`src/rtl/pipe_ctl_regs.sv`:
```
// pipe_ctl_regs: PC, IF/ID, ID/EX control and mem-copy pipeline registers,
// applying hazard-unit stall/flush decisions and counting stall/flush events.
module pipe_ctl_regs #(
  parameter int DATA_WIDTH = 32,
  parameter int CTL_WIDTH = 12,
  parameter logic [DATA_WIDTH-1:0] RESET_PC = 32'h0040_0000,
  parameter int CNT_WIDTH = 16
) (
  input  logic                  clk,
  input  logic                  reset,
  input  logic [DATA_WIDTH-1:0] pc_next_i,
  input  logic                  pc_write_i,
  input  logic                  ifid_write_i,
  input  logic                  ifid_flush_n_i,
  input  logic                  idex_flush_n_i,
  input  logic                  ctl_flush_n_i,
  input  logic                  mem_cpy_i,
  input  logic [DATA_WIDTH-1:0] instr_i,
  input  logic [DATA_WIDTH-1:0] pc_plus4_i,
  input  logic [CTL_WIDTH-1:0]  ctl_bundle_i,
  input  logic                  cnt_clr_i,
  output logic [DATA_WIDTH-1:0] pc_o,
  output logic [DATA_WIDTH-1:0] instr_ifid_o,
  output logic [DATA_WIDTH-1:0] pc_plus4_ifid_o,
  output logic                  valid_ifid_o,
  output logic [CTL_WIDTH-1:0]  ctl_idex_o,
  output logic                  valid_idex_o,
  output logic                  mem_cpy_idex_o,
  output logic                  mem_cpy_exmem_o,
  output logic [CNT_WIDTH-1:0]  stall_cnt_o,
  output logic [CNT_WIDTH-1:0]  flush_cnt_o
);
  logic [DATA_WIDTH-1:0] pc_q, pc_d, instr_q, instr_d, pc4_q, pc4_d;
  logic                  vifid_q, vifid_d, videx_q, videx_d;
  logic [CTL_WIDTH-1:0]  ctl_q, ctl_d;
  logic                  cpy_idex_q, cpy_idex_d, cpy_exmem_q, cpy_exmem_d;
  logic [CNT_WIDTH-1:0]  stall_q, stall_d, flush_q, flush_d;
  logic                  ifid_flush, idex_bubble, flush_ev;

  always_comb begin
    pc_d        = pc_write_i ? pc_next_i : pc_q;
    // a stalled IF/ID ignores flush so a held branch in ID survives
    ifid_flush  = ifid_write_i && !ifid_flush_n_i;
    instr_d     = !ifid_write_i ? instr_q : ifid_flush ? '0 : instr_i;
    pc4_d       = !ifid_write_i ? pc4_q : ifid_flush ? '0 : pc_plus4_i;
    vifid_d     = !ifid_write_i ? vifid_q : !ifid_flush;
    idex_bubble = !ctl_flush_n_i || !idex_flush_n_i;
    ctl_d       = idex_bubble ? '0 : ctl_bundle_i;
    videx_d     = !idex_bubble && vifid_q;
    cpy_idex_d  = !idex_bubble && mem_cpy_i;
    cpy_exmem_d = cpy_idex_q;
    flush_ev    = ifid_flush || !idex_flush_n_i;
    stall_d     = cnt_clr_i ? '0 : (!pc_write_i && !(&stall_q)) ? stall_q + CNT_WIDTH'(1) : stall_q;
    flush_d     = cnt_clr_i ? '0 : (flush_ev && !(&flush_q)) ? flush_q + CNT_WIDTH'(1) : flush_q;
  end

  always_ff @(posedge clk or negedge reset) begin
    if (!reset) begin
      pc_q        <= RESET_PC;
      instr_q     <= '0;
      pc4_q       <= '0;
      vifid_q     <= 1'b0;
      ctl_q       <= '0;
      videx_q     <= 1'b0;
      cpy_idex_q  <= 1'b0;
      cpy_exmem_q <= 1'b0;
      stall_q     <= '0;
      flush_q     <= '0;
    end else begin
      pc_q        <= pc_d;
      instr_q     <= instr_d;
      pc4_q       <= pc4_d;
      vifid_q     <= vifid_d;
      ctl_q       <= ctl_d;
      videx_q     <= videx_d;
      cpy_idex_q  <= cpy_idex_d;
      cpy_exmem_q <= cpy_exmem_d;
      stall_q     <= stall_d;
      flush_q     <= flush_d;
    end
  end

  assign pc_o            = pc_q;
  assign instr_ifid_o    = instr_q;
  assign pc_plus4_ifid_o = pc4_q;
  assign valid_ifid_o    = vifid_q;
  assign ctl_idex_o      = ctl_q;
  assign valid_idex_o    = videx_q;
  assign mem_cpy_idex_o  = cpy_idex_q;
  assign mem_cpy_exmem_o = cpy_exmem_q;
  assign stall_cnt_o     = stall_q;
  assign flush_cnt_o     = flush_q;
endmodule
```
`config.mk`:
```
export PLATFORM = sky130hd
export DESIGN_NAME = pipe_ctl_regs
export DESIGN_NICKNAME = d
export VERILOG_FILES = /design/src/rtl/pipe_ctl_regs.sv
export SDC_FILE = /design/constraint.sdc
export NUM_CORES = 1
export LEC_CHECK = 0
export BUFFER_PORTS_ARGS = -buffer_cell sky130_fd_sc_hd__buf_4
export CAP_MARGIN = 20
export CORE_MARGIN = 2
export CORE_UTILIZATION = 43
export DETAILED_ROUTE_END_ITERATION = 10
export PLACE_DENSITY_LB_ADDON = 0.12
export SLEW_MARGIN = 15
export SYNTH_ARGS = -nofsm -noshare
export SYNTH_HDL_FRONTEND = slang
export SYNTH_SLANG_ARGS = --single-unit
```
`constraint.sdc`:
```
create_clock -name clk -period 1.77 [get_ports clk]
set_input_delay 0.177 -clock clk [delete_from_list [all_inputs] [get_ports clk]]
set_output_delay 0.177 -clock clk [all_outputs]
set_load 0.05 [all_outputs]
```
==> qor.yml, run 1 <==
outcome:
  status: "finished clean"
sta:
  layout_min_cycle_time_ns: 1.762
  max_freq_mhz: 567.7
  finClkSkew_ns: 0.003915
  rsz0062_at_grt: "true"
  finalHoldViolations: 0
  worstMarginPinSlew_ns: 0.6851
  max_slew_margin: 0.5432
  setup_viol: 0
  period_share: 0.9953
  final_max_slew_viol_count: 0
logic_synthesis:
  synth_nets: 690
  yosysTopAreaCell: "dfrtp_1"
  synthDistinctLibCells: 41
  synth-xor-area-share: 0
  synth_top_area_share: 0.5957
  syn_area_mm2: 0.006007
  ys_warn_count: 0
  synth_common_cells: "dfrtp_1, nand2_1, inv_1, o21ai_0, mux2_2"
  synth-adder-area-share: 0.004166
  ys_ff_latch: 144
  ys_seq_area_frac: 0.6001
  synth_compound_area_frac: 0.09977
  async_reset_ff_frac: 1.000
  synth_edf_count: 0
  netlist_top_cells_area: "dfrtp_1, mux2_2, o21ai_0"
  syn_inst: 571
  yosysMostFrequentCell: "dfrtp_1"
  synth_top_family_by_area: "simple AND/OR/NAND/NOR gates"
  synth_flop_cell: "dfrtp_1"
  synthMuxAreaShare: 0.07665
  avgSynthCellArea_um2: 10.52
  synthSimpleGateAreaFrac: 0.1568
clock_tree:
  htree_levels: 4
  numCtsBuffers: 17
  cts_buffer_depth: 2
  cts_tree: "done"
  numClockSinks: 144
  clk_pin_slew_ns: 0.06
  root_buffer: "clkbuf_16"
  clock_latency_ns: 0.41
power:
  power_density_mw_per_mm2: 942.7
  p_leak_nw: 4.923
  p_total_mw: 9.611
  p_clk_frac: 0.416
  power_frac_seq: 0.379
  swShare: 0.2816
  switching_power_mw: 2.706
  ir_drop_mv: 0.5546
  internal-power_mw: 6.904
  power.share.combinational: 0.205
finish:
  drive_gt1_frac: 0.4146
  final_area_mm2: 0.01019
  n_fill_cell: 906
  fin_util: 0.7402
  syn2layout_area_growth_pct: 69.72
  nNetsFinal: 1078
worst_setup_path:
  rr_endpoint: "flush_cnt_o[9]"
  r2r-start: "flush_cnt_o[6]"
  cp_num_buf_inv: 0
  worstSetupEndpointType: "flop"
  reg2reg_depth: 4
  cpPeakStageDelay_ns: 0.57
  cp_top_family: "compound AO/OA/AOI/OAI gates"
  cp_max_fo: 6
  crit_chain: "nand2_1 > a2111o_1 > or4_4 > a21oi_2"
  worstPathArrival_ns: 2.10
  startpoint: "flush_cnt_o[6]"
  crit_path_end: "flush_cnt_o[9]"
  critical_path_class: "reg -> reg"
  worstPathRequired_ns: 2.11
  cpMaxStageDelayCell: "or4_4"
  cp-start-kind: "flop"
  cp.depth: 4
  rrSetupSlack_ns: 0.008
floorplan:
  die_y_um: 122.2
  dieArea_mm2: 0.01493
  io-pin-count: 261
  start_util: 0.4361
  core-area_mm2: 0.01377
  die_w_um: 122.2
  core.rowCount: 43
drt:
  dr.pass1.iters: 4
  dr_total_vias: 5784
  wl_mm: 19.04
  drc: 0
  drtAntennaViolNets: 0
  via_per_inst: 5.016
  wire_per_inst_um: 16.52
  drt_iter0_markers: 327
global_route:
  antenna_found_initial: 1
  grt_max_degree: 66
  track_usage: 0.2590
  grt_pass1_wl_mm: 29.75
  overflow: 0
  grt_pass1_vias: 6061
min_path:
  hold_depth: 2
  hold_path.class: "in -> reg"
placement:
  placed_cell_area_mm2: 0.008389
  portBuffers: 260
  hpwlAfterDp_mm: 12.09
  gp_congestion: 0.8264
run:
  maxCapViolCount: 0
[worst min-delay path by stage]
stage	slack, ns	from	to
6_report	0.01	ctl_bundle_i[5]	ctl_idex_o[5]
5_1_grt	0.007	pc_next_i[10]	pc_o[10]
4_1_cts	0.00009	ctl_bundle_i[5]	ctl_idex_o[5]
3_5_place_dp	0.05	reset	pc_o[5]
3_3_place_gp	0.05	reset	pc_o[8]
2_1_floorplan	-0.12	reset	ctl_idex_o[0]
[sequential cells by signal (all words and copies together) (netlist names), 12 cells and up]
register / cells
pc_plus4_ifid_o: 32
flush_cnt_o: 16
pc_o: 32
stall_cnt_o: 16
ctl_idex_o: 12
instr_ifid_o: 32
[cells by family after synthesis]
logic type	Yosys count
muxes	41
buffers and inverters	98
DFF	144
and+or+nand+nor	178
adders and majority gates	2
AOI/OAI and AO/OA	108
[metrics by stage]
| stage | setup WS (ns) | instances | TNS (ns) | hold slack [ns] |
|---|---|---|---|---|
| 2_1_floorplan | -0.07522 | 571 | -0.4249 | -0.1186 |
| 3_3_place_gp | -0.007163 | 1010 | -0.007163 | 0.05377 |
| 3_5_place_dp | -0.05987 | 1010 | -0.1551 | 0.05438 |
| 4_1_cts | 0.008221 | 1144 | 0 | 0.00009162 |
| 5_1_grt | -0.05759 | 1153 | -0.09514 | 0.007170 |
| 6_report | 0.008383 | 1153 | 0 | 0.01324 |
[per-layer routing]
layer  GRT usage  vias to the layer above  routed length (µm)
li1            -                     2710                   -
met1      0.2826                     2791                7108
met2      0.4738                      247               10090
met3     0.07069                       36                1322
met4      0.1042                        0                 517
met5           0                        -                   0
[worst reg2reg max path: stages (launching register included)]
cell and delay (ns):
dfrtp_2 0.40, nand2_1 0.07, a2111o_1 0.51, or4_4 0.58, a21oi_2 0.13
[repair_timing]
| item | in CTS | in global routing |
|---|---|---|
| hold endpoints to repair | 216 | 1 |
| hold buffers | 102 | 1 |
| setup endpoints to repair | 6 | 19 |
| gates resized for setup | 2 | 12 |
| setup buffers | 0 | 7 |
| pin swaps | 1 | 9 |
[layout make-up]
cell class | instances | area, µm² | area share
antenna | 1 | 2.502 | 0.0002455
clock buffer | 23 | 488.0 | 0.04786
clock inverter | 9 | 176.4 | 0.01730
inverter | 69 | 259.0 | 0.02540
multi-input combinational | 329 | 2136 | 0.2095
sequential | 144 | 3630 | 0.3560
tap | 180 | 225.2 | 0.02209
timing repair buffer | 398 | 3278 | 0.3216
[cell usage in the layout, fill, tap and decap left out, types with 2 or more instances in the layout]
cell type and n:
a21oi_1 18, a21oi_2 2, and2_1 3, and3_1 15
and4_1 4, and4_4 2, buf_12 2, buf_4 291
buf_6 2, bufinv_16 5, clkbuf_1 2, clkbuf_16 17
clkbuf_8 4, clkinv_2 2, dfrtp_1 123, dfrtp_2 20
dlygate4sd3_1 103, ha_4 2, inv_1 69, mux2_1 4
mux2_2 35, nand2_1 74, nand2_2 2, nand2b_1 3
nand3_1 11, nand3_2 2, nand4_1 6, nor2_1 12
nor2b_1 8, nor3_1 5, nor4_1 3, nor4_2 3
nor4_4 2, o21ai_0 68, o31ai_1 10, o41ai_1 2
or3_1 5, or4_1 11
[power by group through the flow]
stage	logic, mW	registers, mW	clock network, mW
6_report	1.97	3.64	4.00
4_1_cts	1.96	3.63	4.08
2_1_floorplan	0.275	4.44	0
3_3_place_gp	1.75	3.68	0
3_5_place_dp	1.77	3.69	0
5_1_grt	2.08	3.66	4.21
Power figures use the tool's default switching activity.
==> inputs of run 2 (changes only) <==
--- a/config.mk
+++ b/config.mk
@@ -10,6 +10,7 @@
 export CORE_MARGIN = 2
 export CORE_UTILIZATION = 43
 export DETAILED_ROUTE_END_ITERATION = 10
+export GPL_TIMING_DRIVEN = 0
 export PLACE_DENSITY_LB_ADDON = 0.12
 export SLEW_MARGIN = 15
 export SYNTH_ARGS = -nofsm -noshare
==> run 2 against run 1 <==
Against the previous run:
- final cell count increased by 0.26%
- first-iteration DRC count decreased by 4.0%
- via count increased by 0.93%
- die area unchanged
- critical path type unchanged
- largest power group is now sequential cells
==> qor.yml, run 2 (same netlist as run 1, synthesis figures left out) <==
outcome:
  status: "finished clean"  # unchanged
sta:
  max_freq_mhz: 569.1  # was 567.7 MHz
  hold_ws_ns: 0.01295  # was 0.01324 ns
  worstMarginPinSlew_ns: 0.5923  # was 0.6851 ns
  max_slew_margin: 0.6052  # was 0.5432
  finalHoldViolations: 0  # unchanged
  worst_slack_ns: 0.01289  # was 0.008383 ns
  setup_viol: 0  # unchanged
  period_share: 0.9927  # was 0.9953
  totalNegativeSetupSlack_ns: 0  # unchanged
  finClkSkew_ns: 0.007014  # was 0.003915 ns
  layout_min_cycle_time_ns: 1.757  # was 1.762 ns
  final_max_slew_viol_count: 0  # unchanged
finish:
  antenna_cells: 0  # was 1
  nNetsFinal: 1082  # was 1078
  drive_gt1_frac: 0.3986  # was 0.4146
  mostFrequentLayoutCells: "buf_4, dfrtp_1, dlygate4sd3_1"  # unchanged
  final-instance-count-excl-fill: 1156  # was 1153
  final_area_mm2: 0.01005  # was 0.01019 mm²
  final_common_cell: "buf_4"  # unchanged
  syn2layout_area_growth_pct: 67.26  # was 69.72%
  n_fill_cell: 934  # was 906
worst_setup_path:
  crit_chain: "nand4_1 > buf_4 > nor4_4 > buf_4 > buf_4 > or4_4 > a21oi_2"  # was nand2_1 > a2111o_1 > or4_4 > a21oi_2
  worstSetupEndpointType: "flop"  # unchanged
  cp_common_cell: "buf_4"
  critical_path_class: "reg -> reg"  # unchanged
  cpPeakStageDelay_ns: 0.47  # was 0.57 ns
  reg2reg_depth: 7  # was 4
  cp-start-kind: "flop"  # unchanged
  rrSetupSlack_ns: 0.01  # was 0.008 ns
  worstPathArrival_ns: 2.09  # was 2.10 ns
  worstPathRequired_ns: 2.11  # about the same
  cp_max_fo: 5  # was 6
  r2r-start: "stall_cnt_o[11]"  # was flush_cnt_o[6]
  rr_endpoint: "stall_cnt_o[7]"  # was flush_cnt_o[9]
  cpMaxStageDelayCell: "or4_4"  # unchanged
global_route:
  grt_pass1_vias: 5906  # was 6061
  grt_max_degree: 77  # was 66
  track_usage: 0.2560  # was 0.2590
  antenna_found_initial: 0  # was 1
  grt_pass1_wl_mm: 29.49  # was 29.75 mm
  overflow: 0  # unchanged
power:
  ir_drop_mv: 0.5654  # was 0.5546 mV
  power_density_mw_per_mm2: 899.3  # was 942.7 mW/mm²
  p_leak_nw: 4.811  # was 4.923 nW
floorplan:
  die_w_um: 122.2  # unchanged
  io-pin-count: 261  # unchanged
  dieArea_mm2: 0.01493  # unchanged
  die_y_um: 122.2  # unchanged
  core-area_mm2: 0.01377  # unchanged
  core.rowCount: 43  # unchanged
  start_util: 0.4361  # unchanged
min_path:
  hold_depth: 2  # unchanged
  hold_path.class: "in -> reg"  # unchanged
  hold_end: "pc_o[15]"  # was ctl_idex_o[5]
  hold_start: "pc_next_i[15]"  # was ctl_bundle_i[5]
clock_tree:
  htree_levels: 4  # unchanged
  numClockSinks: 144  # unchanged
  root_buffer: "clkbuf_16"  # unchanged
  cts_buffer_depth: 2  # unchanged
  clk_pin_slew_ns: 0.06  # about the same
  numCtsBuffers: 17  # unchanged
  cts_tree: "done"  # unchanged
  clock_latency_ns: 0.42  # was 0.41 ns
placement:
  placed_cell_area_mm2: 0.008317  # was 0.008389 mm²
  hpwlAfterDp_mm: 12.48  # was 12.09 mm
  portBuffers: 260  # unchanged
  place_inst: 1012  # was 1010
  gp_congestion: 0.8229  # was 0.8264
  dp_slack_ns: -0.06408  # was -0.05987 ns
drt:
  dr_total_vias: 5838  # was 5784
  drt_iter0_markers: 314  # was 327
  wire_per_inst_um: 16.48  # was 16.52 µm
  drc: 0  # unchanged
  wl_mm: 19.05  # was 19.04 mm
  via_per_inst: 5.050  # was 5.016
  dr.pass1.iters: 4  # unchanged
  drtAntennaViolNets: 0  # unchanged
run:
  maxCapViolCount: 0  # unchanged
run 2: metal layers:
| layer | GRT usage | wire length [µm] | up-vias |
|---|---|---|---|
| li1 | - | - | 2717 |
| met1 | 0.2915 | 7180 | 2811 |
| met2 | 0.4462 | 9803 | 258 |
| met3 | 0.06929 | 1411 | 52 |
| met4 | 0.1207 | 655 | 0 |
| met5 | 0 | 0 | - |
run 2: worst max-delay path by stage:
stage / start / to / slack, ns / cells past startpoint
2_1_floorplan: flush_cnt_o[1] / flush_cnt_o[13] / -0.08 / 4
3_3_place_gp: reset / flush_cnt_o[4] / -0.22 / 1
3_5_place_dp: ifid_flush_n_i / flush_cnt_o[13] / -0.06 / 5
4_1_cts: stall_cnt_o[0] / stall_cnt_o[8] / 0.004 / 5
5_1_grt: stall_cnt_o[11] / stall_cnt_o[11] / -0.05 / 7
6_report: stall_cnt_o[11] / stall_cnt_o[7] / 0.01 / 7
run 2: through the flow:
stage	power, mW	util
2_1_floorplan	4.712	-
6_report	9.035	0.7295
5_1_grt	9.377	0.7295
3_3_place_gp	5.424	0.6013
3_5_place_dp	5.472	0.6038
4_1_cts	9.055	0.7198
run 2: report_power, final:
part	internal, mW	leakage (nW)	switching [mW]
clock network	2.03	0.272	1.37
registers	3.51	1.83	0.132
logic	0.751	2.71	1.24
total	6.29	4.81	2.74
run 2: layout make-up:
type	instances	area (µm²)	area share
repair buffers	374	3094	0.3080
multi-input cells	329	2158	0.2148
inverters	69	259.0	0.02578
plain buffers	28	120.1	0.01196
clock inverters	10	86.33	0.008593
clock buffers	22	474.2	0.04720
well taps	180	225.2	0.02242
flip-flops and latches	144	3630	0.3613
run 2: timing repair:
item | 4_1_cts | 5_1_grt
gates resized for setup | 5 | 17
setup endpoints to repair | 8 | 13
endpoints found under the hold margin | 169 | 0
hold buffers | 102 | 0
pin swaps | 6 | 11
setup buffers | 2 | 9
run 2: worst max-delay path, delay by kind of cell, from the launching register on:
kind	cells	cell delay, ns
AO/OA/AOI/OAI	1	0.13
buffers and inverters	3	0.44
flip-flops	1	0.44
AND/OR/NAND/NOR	3	0.68
